File: src/rtl/quad_encoder_array_pkg.sv
// -----------------------------------------------------------------------------
// quad_encoder_array_pkg
//   Shared definitions for the quadrature encoder array: counting-mode
//   encodings, the per-transition decode result and the decode helpers.
//   No ports (package).
// -----------------------------------------------------------------------------
package quad_encoder_array_pkg;

   localparam logic [1:0] MODE_X1 = 2'b00;
   localparam logic [1:0] MODE_X2 = 2'b01;
   localparam logic [1:0] MODE_X4 = 2'b10;   // 2'b11 also decodes as x4

   typedef struct packed {
      logic valid;     // exactly one of A/B changed
      logic inc;       // count up in the current mode
      logic dec;       // count down in the current mode
      logic illegal;   // both A and B changed
   } qdec_t;

   // Width of a channel-select field; never zero, even for one channel.
   function automatic int ch_width(input int n);
      return (n > 1) ? $clog2(n) : 1;
   endfunction

   // True when prev->cur follows the forward sequence 00->01->11->10->00.
   function automatic logic qfwd(input logic [1:0] prev, input logic [1:0] cur);
      logic [1:0] nxt;
      case (prev)
         2'b00:   nxt = 2'b01;
         2'b01:   nxt = 2'b11;
         2'b11:   nxt = 2'b10;
         default: nxt = 2'b00;
      endcase
      return cur == nxt;
   endfunction

   // Classify one filtered {a,b} transition and decide whether it counts.
   function automatic qdec_t qdec(input logic [1:0] prev, input logic [1:0] cur,
                                  input logic [1:0] mode);
      qdec_t r;
      logic  cnt_en;
      logic  fwd;
      // NOTE: every variable gets a value before any branch, so no path leaves
      // one holding stale state (which would infer a latch in combinational use).
      r      = '0;
      cnt_en = 1'b0;
      fwd    = 1'b0;
      if (prev != cur) begin
         if ((prev ^ cur) == 2'b11) begin
            r.illegal = 1'b1;
         end else begin
            r.valid = 1'b1;
            fwd     = qfwd(prev, cur);
            case (mode)
               MODE_X1: cnt_en = !prev[1] && cur[1];    // A rising only
               MODE_X2: cnt_en = prev[1] != cur[1];     // any A edge
               default: cnt_en = 1'b1;                  // x4: every edge
            endcase
            r.inc = cnt_en && fwd;
            r.dec = cnt_en && !fwd;
         end
      end
      return r;
   endfunction

endpackage

File: src/rtl/quad_encoder_array_if.sv
// -----------------------------------------------------------------------------
// quad_encoder_array_if
//   Bundle of encoder pins, CPU preset/clear controls and per-channel results.
//   Signals:
//     enc_a/enc_b  raw encoder pins, one bit per channel
//     mode         global counting mode (x1/x2/x4)
//     wr_en/wr_ch/wr_data  counter preset strobe, channel and value
//     err_clr      per-channel sticky error clear
//     cnt          packed counts, channel i at [i*CW +: CW]
//     dir/step/err per-channel direction, count pulse and error flag
//   Modports: master drives pins/controls, slave is the encoder block.
// -----------------------------------------------------------------------------
interface quad_encoder_array_if #(
   parameter int NCH = 4,
   parameter int CW  = 32
);
   import quad_encoder_array_pkg::*;

   localparam int CHW = ch_width(NCH);

   logic [NCH-1:0]    enc_a;
   logic [NCH-1:0]    enc_b;
   logic [1:0]        mode;
   logic              wr_en;
   logic [CHW-1:0]    wr_ch;
   logic [CW-1:0]     wr_data;
   logic [NCH-1:0]    err_clr;
   logic [NCH*CW-1:0] cnt;
   logic [NCH-1:0]    dir;
   logic [NCH-1:0]    step;
   logic [NCH-1:0]    err;

   modport master (
      output enc_a, enc_b, mode, wr_en, wr_ch, wr_data, err_clr,
      input  cnt, dir, step, err
   );

   modport slave (
      input  enc_a, enc_b, mode, wr_en, wr_ch, wr_data, err_clr,
      output cnt, dir, step, err
   );

endinterface

File: src/rtl/quad_encoder_array_ch.sv
// -----------------------------------------------------------------------------
// quad_decoder_ch
//   One encoder channel: pin synchronisers, per-pin deglitch filter, priming
//   after reset, quadrature decode and a modulo-2^CW position counter.
//   Ports:
//     clk, resetn          clock, synchronous active-low reset
//     a_raw, b_raw         asynchronous encoder pins
//     mode                 counting mode (x1/x2/x4)
//     preset_en/preset_data  load the counter (wins over a decode step)
//     err_clr              clear the sticky error (loses to a new illegal)
//     cnt, dir, step, err  position, last direction, count pulse, error
// -----------------------------------------------------------------------------
module quad_decoder_ch #(
   parameter int CW   = 32,
   parameter int SYNC = 2,
   parameter int FILT = 4
) (
   input  logic          clk,
   input  logic          resetn,
   input  logic          a_raw,
   input  logic          b_raw,
   input  logic [1:0]    mode,
   input  logic          preset_en,
   input  logic [CW-1:0] preset_data,
   input  logic          err_clr,
   output logic [CW-1:0] cnt,
   output logic          dir,
   output logic          step,
   output logic          err
);
   import quad_encoder_array_pkg::*;

   localparam int FCW = (FILT > 1) ? $clog2(FILT) : 1;

   logic [SYNC-1:0] sync_a;
   logic [SYNC-1:0] sync_b;
   logic            s_a, s_b;     // synchronised pins
   logic            f_a, f_b;     // filtered pins
   logic            p_a, p_b;     // filtered pins one cycle earlier
   logic [FCW-1:0]  fc_a, fc_b;   // consecutive-difference counters
   logic            primed;
   qdec_t           dq;

   // NOTE: synchroniser flops carry no reset; they hold no state worth
   // clearing and flush themselves within SYNC cycles of any reset.
   always_ff @(posedge clk) begin
      sync_a <= {sync_a[SYNC-2:0], a_raw};
      sync_b <= {sync_b[SYNC-2:0], b_raw};
   end

   assign s_a = sync_a[SYNC-1];
   assign s_b = sync_b[SYNC-1];

   // Decoding the registered previous state against the filtered state adds
   // the final edge of the pin-to-count latency.
   always_comb dq = qdec({p_a, p_b}, {f_a, f_b}, mode);

   // NOTE: all state below updates with non-blocking assignments so every
   // register samples pre-edge values regardless of statement order.
   always_ff @(posedge clk) begin
      if (!resetn) begin
         f_a    <= 1'b0;
         f_b    <= 1'b0;
         p_a    <= 1'b0;
         p_b    <= 1'b0;
         fc_a   <= '0;
         fc_b   <= '0;
         primed <= 1'b0;
         cnt    <= '0;
         dir    <= 1'b0;
         step   <= 1'b0;
         err    <= 1'b0;
      end else if (!primed) begin
         // Adopt whatever the pins show so a resting 11 is not seen as 00->11.
         f_a    <= s_a;
         f_b    <= s_b;
         p_a    <= s_a;
         p_b    <= s_b;
         primed <= 1'b1;
         step   <= 1'b0;
         if (preset_en) cnt <= preset_data;
      end else begin
         if (s_a == f_a) begin
            fc_a <= '0;
         end else if (fc_a == FCW'(FILT - 1)) begin
            f_a  <= s_a;
            fc_a <= '0;
         end else begin
            fc_a <= fc_a + FCW'(1);
         end

         if (s_b == f_b) begin
            fc_b <= '0;
         end else if (fc_b == FCW'(FILT - 1)) begin
            f_b  <= s_b;
            fc_b <= '0;
         end else begin
            fc_b <= fc_b + FCW'(1);
         end

         p_a <= f_a;
         p_b <= f_b;

         // Direction follows every legal edge, even ones the mode does not count.
         if (dq.valid) dir <= qfwd({p_a, p_b}, {f_a, f_b});

         if (dq.illegal)   err <= 1'b1;
         else if (err_clr) err <= 1'b0;

         if (preset_en) begin
            cnt  <= preset_data;
            step <= 1'b0;
         end else if (dq.inc) begin
            cnt  <= cnt + CW'(1);
            step <= 1'b1;
         end else if (dq.dec) begin
            cnt  <= cnt - CW'(1);
            step <= 1'b1;
         end else begin
            step <= 1'b0;
         end
      end
   end

endmodule

File: src/rtl/quad_encoder_array.sv
// -----------------------------------------------------------------------------
// quad_encoder_array
//   NCH-channel quadrature encoder interface. Replicates quad_decoder_ch per
//   channel, decodes the preset channel select and packs the counts.
//   Ports:
//     clk     system clock
//     resetn  synchronous active-low reset
//     bus     quad_encoder_array_if slave: pins, mode, preset, error clear
//             in; cnt/dir/step/err out
// -----------------------------------------------------------------------------
module quad_encoder_array #(
   parameter int NCH  = 4,
   parameter int CW   = 32,
   parameter int SYNC = 2,
   parameter int FILT = 4
) (
   input  logic                  clk,
   input  logic                  resetn,
   quad_encoder_array_if.slave   bus
);
   import quad_encoder_array_pkg::*;

   localparam int CHW = ch_width(NCH);

   for (genvar i = 0; i < NCH; i++) begin : g_ch
      logic preset_en;

      // Selects beyond NCH-1 match no channel and are dropped.
      assign preset_en = bus.wr_en && (bus.wr_ch == CHW'(i));

      quad_decoder_ch #(
         .CW   (CW),
         .SYNC (SYNC),
         .FILT (FILT)
      ) u_ch (
         .clk         (clk),
         .resetn      (resetn),
         .a_raw       (bus.enc_a[i]),
         .b_raw       (bus.enc_b[i]),
         .mode        (bus.mode),
         .preset_en   (preset_en),
         .preset_data (bus.wr_data),
         .err_clr     (bus.err_clr[i]),
         .cnt         (bus.cnt[i*CW +: CW]),
         .dir         (bus.dir[i]),
         .step        (bus.step[i]),
         .err         (bus.err[i])
      );
   end

endmodule
File: src/flat_wrapper.sv
// flat-port wrapper written by rule: the top's interface ports become plain ports
module quad_encoder_array_flat import quad_encoder_array_pkg::*;
#(
   parameter int NCH  = 4,
   parameter int CW   = 32,
   parameter int SYNC = 2,
   parameter int FILT = 4
)
  (clk, resetn, bus_enc_a, bus_enc_b, bus_mode, bus_wr_en, bus_wr_ch, bus_wr_data, bus_err_clr, bus_cnt, bus_dir, bus_step, bus_err);
  quad_encoder_array_if #(.NCH(NCH), .CW(CW)) bus_i ();
  input  logic clk;
  input  logic resetn;
  input wire logic [$bits(bus_i.enc_a)-1:0] bus_enc_a;
  input wire logic [$bits(bus_i.enc_b)-1:0] bus_enc_b;
  input wire logic [$bits(bus_i.mode)-1:0] bus_mode;
  input wire logic [$bits(bus_i.wr_en)-1:0] bus_wr_en;
  input wire logic [$bits(bus_i.wr_ch)-1:0] bus_wr_ch;
  input wire logic [$bits(bus_i.wr_data)-1:0] bus_wr_data;
  input wire logic [$bits(bus_i.err_clr)-1:0] bus_err_clr;
  output wire logic [$bits(bus_i.cnt)-1:0] bus_cnt;
  output wire logic [$bits(bus_i.dir)-1:0] bus_dir;
  output wire logic [$bits(bus_i.step)-1:0] bus_step;
  output wire logic [$bits(bus_i.err)-1:0] bus_err;
  assign bus_i.enc_a = bus_enc_a;
  assign bus_i.enc_b = bus_enc_b;
  assign bus_i.mode = bus_mode;
  assign bus_i.wr_en = bus_wr_en;
  assign bus_i.wr_ch = bus_wr_ch;
  assign bus_i.wr_data = bus_wr_data;
  assign bus_i.err_clr = bus_err_clr;
  assign bus_cnt = bus_i.cnt;
  assign bus_dir = bus_i.dir;
  assign bus_step = bus_i.step;
  assign bus_err = bus_i.err;
  quad_encoder_array #(.NCH(NCH), .CW(CW), .SYNC(SYNC), .FILT(FILT)) u_core (.clk(clk), .resetn(resetn), .bus(bus_i));
endmodule
File: config.mk
export PLATFORM = sky130hd
export DESIGN_NAME = quad_encoder_array_flat
export DESIGN_NICKNAME = d
export VERILOG_FILES = /design/src/rtl/quad_encoder_array_pkg.sv /design/src/rtl/quad_encoder_array_if.sv /design/src/rtl/quad_encoder_array_ch.sv /design/src/rtl/quad_encoder_array.sv /design/src/flat_wrapper.sv
export SDC_FILE = /design/constraint.sdc
export NUM_CORES = 1
export LEC_CHECK = 0
export ABC_AREA = 1
export CORE_ASPECT_RATIO = 0.6
export CORE_MARGIN = 5
export CORE_UTILIZATION = 38
export DETAILED_ROUTE_END_ITERATION = 10
export REMOVE_ABC_BUFFERS = 1
export SKIP_LAST_GASP = 1
export SLEW_MARGIN = 20
export SYNTH_ARGS = -nofsm -noshare
export SYNTH_HDL_FRONTEND = slang
export SYNTH_SLANG_ARGS = --single-unit
File: constraint.sdc
create_clock -name clk -period 3.9 [get_ports clk]
set_input_delay 0.78 -clock clk [delete_from_list [all_inputs] [get_ports clk]]
set_output_delay 0.78 -clock clk [all_outputs]
set_load 0.02 [all_outputs]
==> out/results.tsv <==
metric	value	unit
outcome	finished, final reports clean	
most frequent CP cell	nand2_1	
DRT iter0 DRCs	1835	
grt total ovfl	0	
cells after synthesis	3064	
Antenna Violating Nets Remaining	0	
register area	3780	sq um
Critical Path AT	3.95	ns
GRT met1 Usage	39.1	%
clk slew on worst S/H paths	0.09	ns
Hold Crit Class	register to register	
Synth top area share	22.9	%
unrepaired setup endpoints after global routing	no	
Setup violations, final	0	
Fillers	4933	
worst hold start	u_core.g_ch[0].u_ch.sync_a[0]	
CP Class	register to register	
Crit Path Max Fanout	33	
type of destination of the critical path	register	
initial antenna violation count	3	
CP Data Required Time	4.25	ns
vias	19900	
clock skew	0.0252	ns
final cycle utilization of the critical path	92.3	%
Multi-input gate area	11300	sq um
die height	176	microns
Worst setup startpoint	u_core.g_ch[2].u_ch.f_a	
reg2reg start	u_core.g_ch[2].u_ch.f_a	
nature of the critical path startpoint	register	
global routing's busiest layer	met2	
Crit-path slowest cell	dfxtp_1	
port bufs	190	
post-CTS setup buffers	0	
sequential share of the synthesized area	21.6	%
Finished Layout Cells	3907	
Cell Area, Synth	17500	sq um
Min Hold Slack	0.336	ns
Tmin final	3.60	ns
FP Rows	60	
Yosys top cell by area	nand2_1	
Final Max Tran Viols	0	
Clock Tree Buf Depth	2	
starting density of the core	38.8	%
CTS tree	built	
Primary FF master, synth	dfxtp_1	
Worst Tran Pin Value	1.05	ns
largest net degree at the start of global routing	57	
Yosys reg bits	189	
Mean Syn Cell Area	5.72	sq um
M3 GR Usage	6.21	%
Nets	3473	
leakage power	11.5	nW
GRT Util Overall	26.6	%
Async SR Flop Fraction	0	%
slew margin rel.	30.2	%
htree depth	4	
post-synthesis cell type count	38	
ratio of cells with drive above 1 in the final layout	4.59	%
hold bufs inserted after CTS	0	
die area	50600	sq um
vias per cell	5.08	
DRC	0	
synth top area cells	nand2_1, dfxtp_1, inv_1	
GPL Wtd Cong	0.983	
worst slack at placement	-0.0900	ns
MaxCap Viol Count	0	
total length of routed wires	69300	microns
Fmax achieved	0.278	GHz
M2 GR Usage	39.4	%
crit path cell chain	ha_1 -> inv_1 -> ha_1 -> nor2_1 -> nand2_1 -> nor2_1 -> nand2_1 -> buf_12 -> ha_1 -> nand2_1 -> inv_1 -> nand2_1 -> nor2_1 -> nand2_1 -> nand3_1 -> nand2_1 -> nand2_1 -> nand2_1 -> nand3_1 -> o21ai_0 -> a21oi_1	
Pre-antenna DRT Iters	8	
CTS sink cnt	189	
clock latency on the worst-skew pair	0.48	ns
Die W	287	microns
area grow syn2layout	20.2	%
Post-synth EDFFs	0	
boundary pin count	191	
number of global-route vias before repair	18100	
Avg WL per Cell	17.7	microns
Yosys warning count	0	
total CTS buffers	17	
Pwr per Cell Area	552	nW/um^2
Power, Total	11.6	mW
hpwl dp	54200	microns
Crit path largest cell delay	0.38	ns
maximum VDD drop	0.000259	V
fin worst setup slack	0.302	ns
global-route wire length before repair	105000	microns
Final Hold Fails	0	
clock root buffer	clkbuf_16	
n_diodes	0	
dpl cells	3875	
CORE AREA	45200	sq um
==> layout by cell type, fill, tap and decap left out, types with 3 or more instances in the layout <==
| master | synthesis | routed |
|---|---|---|
| a211oi_1 | 22 | 22 |
| or2_2 | 9 | 9 |
| clkbuf_16 | 0 | 17 |
| nor3_1 | 17 | 17 |
| nor3_4 | 3 | 3 |
| and2_1 | 15 | 15 |
| xor2_1 | 45 | 45 |
| o21ai_0 | 131 | 131 |
| and3_1 | 4 | 4 |
| o221ai_1 | 8 | 8 |
| inv_2 | 13 | 13 |
| nand3b_1 | 13 | 13 |
| o22ai_1 | 30 | 30 |
| a21oi_1 | 272 | 272 |
| nand2_1 | 1070 | 1070 |
| nor2_1 | 218 | 216 |
| nor2_2 | 3 | 5 |
| clkinv_8 | 0 | 3 |
| a31oi_1 | 7 | 7 |
| fa_1 | 4 | 4 |
| buf_4 | 15 | 79 |
| nand3_1 | 180 | 180 |
| nand4_1 | 8 | 8 |
| nor4_1 | 4 | 4 |
| a21o_1 | 9 | 9 |
| inv_8 | 0 | 5 |
| inv_1 | 542 | 542 |
| ha_1 | 144 | 144 |
| buf_12 | 0 | 4 |
| dfxtp_1 | 189 | 188 |
| o21bai_1 | 7 | 7 |
| xnor2_1 | 9 | 9 |
| clkdlybuf4s50_1 | 0 | 189 |
==> Yosys cell counts, drive strengths merged (13+ instances only) <==
master  count
clkbuf     36
xor2       45
a211oi     22
nor2      221
nand3     180
a21oi     272
ha        144
inv       556
nand3b     13
o22ai      30
o21ai     132
dfxtp     189
nor3       21
and2       15
nand2    1072
buf        45
==> stage by stage <==
step	utilization, %	cell area [sq um]	TNS (ns)
after floorplan	-	17100	0
after global placement	45.3	20500	-0.138
after detailed placement	45.3	20500	-0.368
after CTS	46.6	21100	0
after global routing	46.6	21100	0
final	46.6	21100	0
==> metal layers <==
layer  share of wire, %  routed length [microns]  vias to the layer above
met5                  0                        0                        -
met4                2.0                     1400                        0
met1                 49                    34100                     9086
li1                   -                        -                    10000
met2                 41                    28100                      670
met3                8.2                     5710                       67
==> cell families (layout without fill, tap and decap cells) <==
group | count (synthesis) | in the layout | synth area share [%]
flip-flops | 189 | 189 | 21.6
AND/OR/NAND/NOR | 1547 | 1547 | 35.7
AO/OA/AOI/OAI | 488 | 488 | 15.0
adder cells (fa/ha/maj) | 148 | 148 | 10.7
XOR/XNOR | 54 | 54 | 2.70
buffers and inverters | 637 | 860 | 14.2
multiplexers | 1 | 1 | 0.0571
==> final timing paths <==
kind / to / slack, ns / cells after the start
worst max-delay path: u_core.g_ch[2].u_ch.cnt[16] / 0.30 / 21
worst min-delay path: u_core.g_ch[0].u_ch.sync_a[1] / 0.34 / 0
worst max register to register: u_core.g_ch[2].u_ch.cnt[16] / 0.30 / 21
worst min register to register: u_core.g_ch[0].u_ch.sync_a[1] / 0.34 / 0
==> timing repair <==
action | 4_1_cts | 5_1_grt
resized for setup | 0 | 2
endpoints found under the setup margin | 0 | 1
hold endpoints to repair | 0 | 0
==> state kept, by name, indices dropped and copies added (netlist names) <==
name and flops:
u_core.g_ch.u_ch.p_a 4, u_core.g_ch.u_ch.fc_a 8, u_core.g_ch.u_ch.cnt 128, u_core.g_ch.u_ch.dir 4, u_core.g_ch.u_ch.sync_a 8, u_core.g_ch.u_ch.step 4
u_core.g_ch.u_ch.sync_b 8, u_core.g_ch.u_ch.primed 1, u_core.g_ch.u_ch.f_a 4, u_core.g_ch.u_ch.fc_b 8, u_core.g_ch.u_ch.err 4, u_core.g_ch.u_ch.f_b 4
u_core.g_ch.u_ch.p_b 4
==> where the power goes <==
group	switching (mW)	internal (mW)	total (mW)
registers	0.249	2.16	2.41
logic	4.72	2.62	7.33
clock network	1.02	0.871	1.89
total	5.98	5.65	11.6
==> worst max-delay path, delay by kind of cell, from the launching register on <==
| family | cells | cell delay (ns) |
|---|---|---|
| and+or+nand+nor | 13 | 1.61 |
| buffers and inverters | 3 | 0.34 |
| AOI/OAI and AO/OA | 2 | 0.23 |
| adders and majority gates | 3 | 0.90 |
| DFF | 1 | 0.38 |
==> final cells by class <==
class | count | area share [%]
tap | 620 | 3.68
clock inverter | 15 | 0.814
multi-input combinational | 2238 | 53.4
timing repair buffer | 272 | 12.2
sequential | 189 | 18.0
inverter | 556 | 9.92
clock buffer | 17 | 2.02
Power figures use the tool's default switching activity.
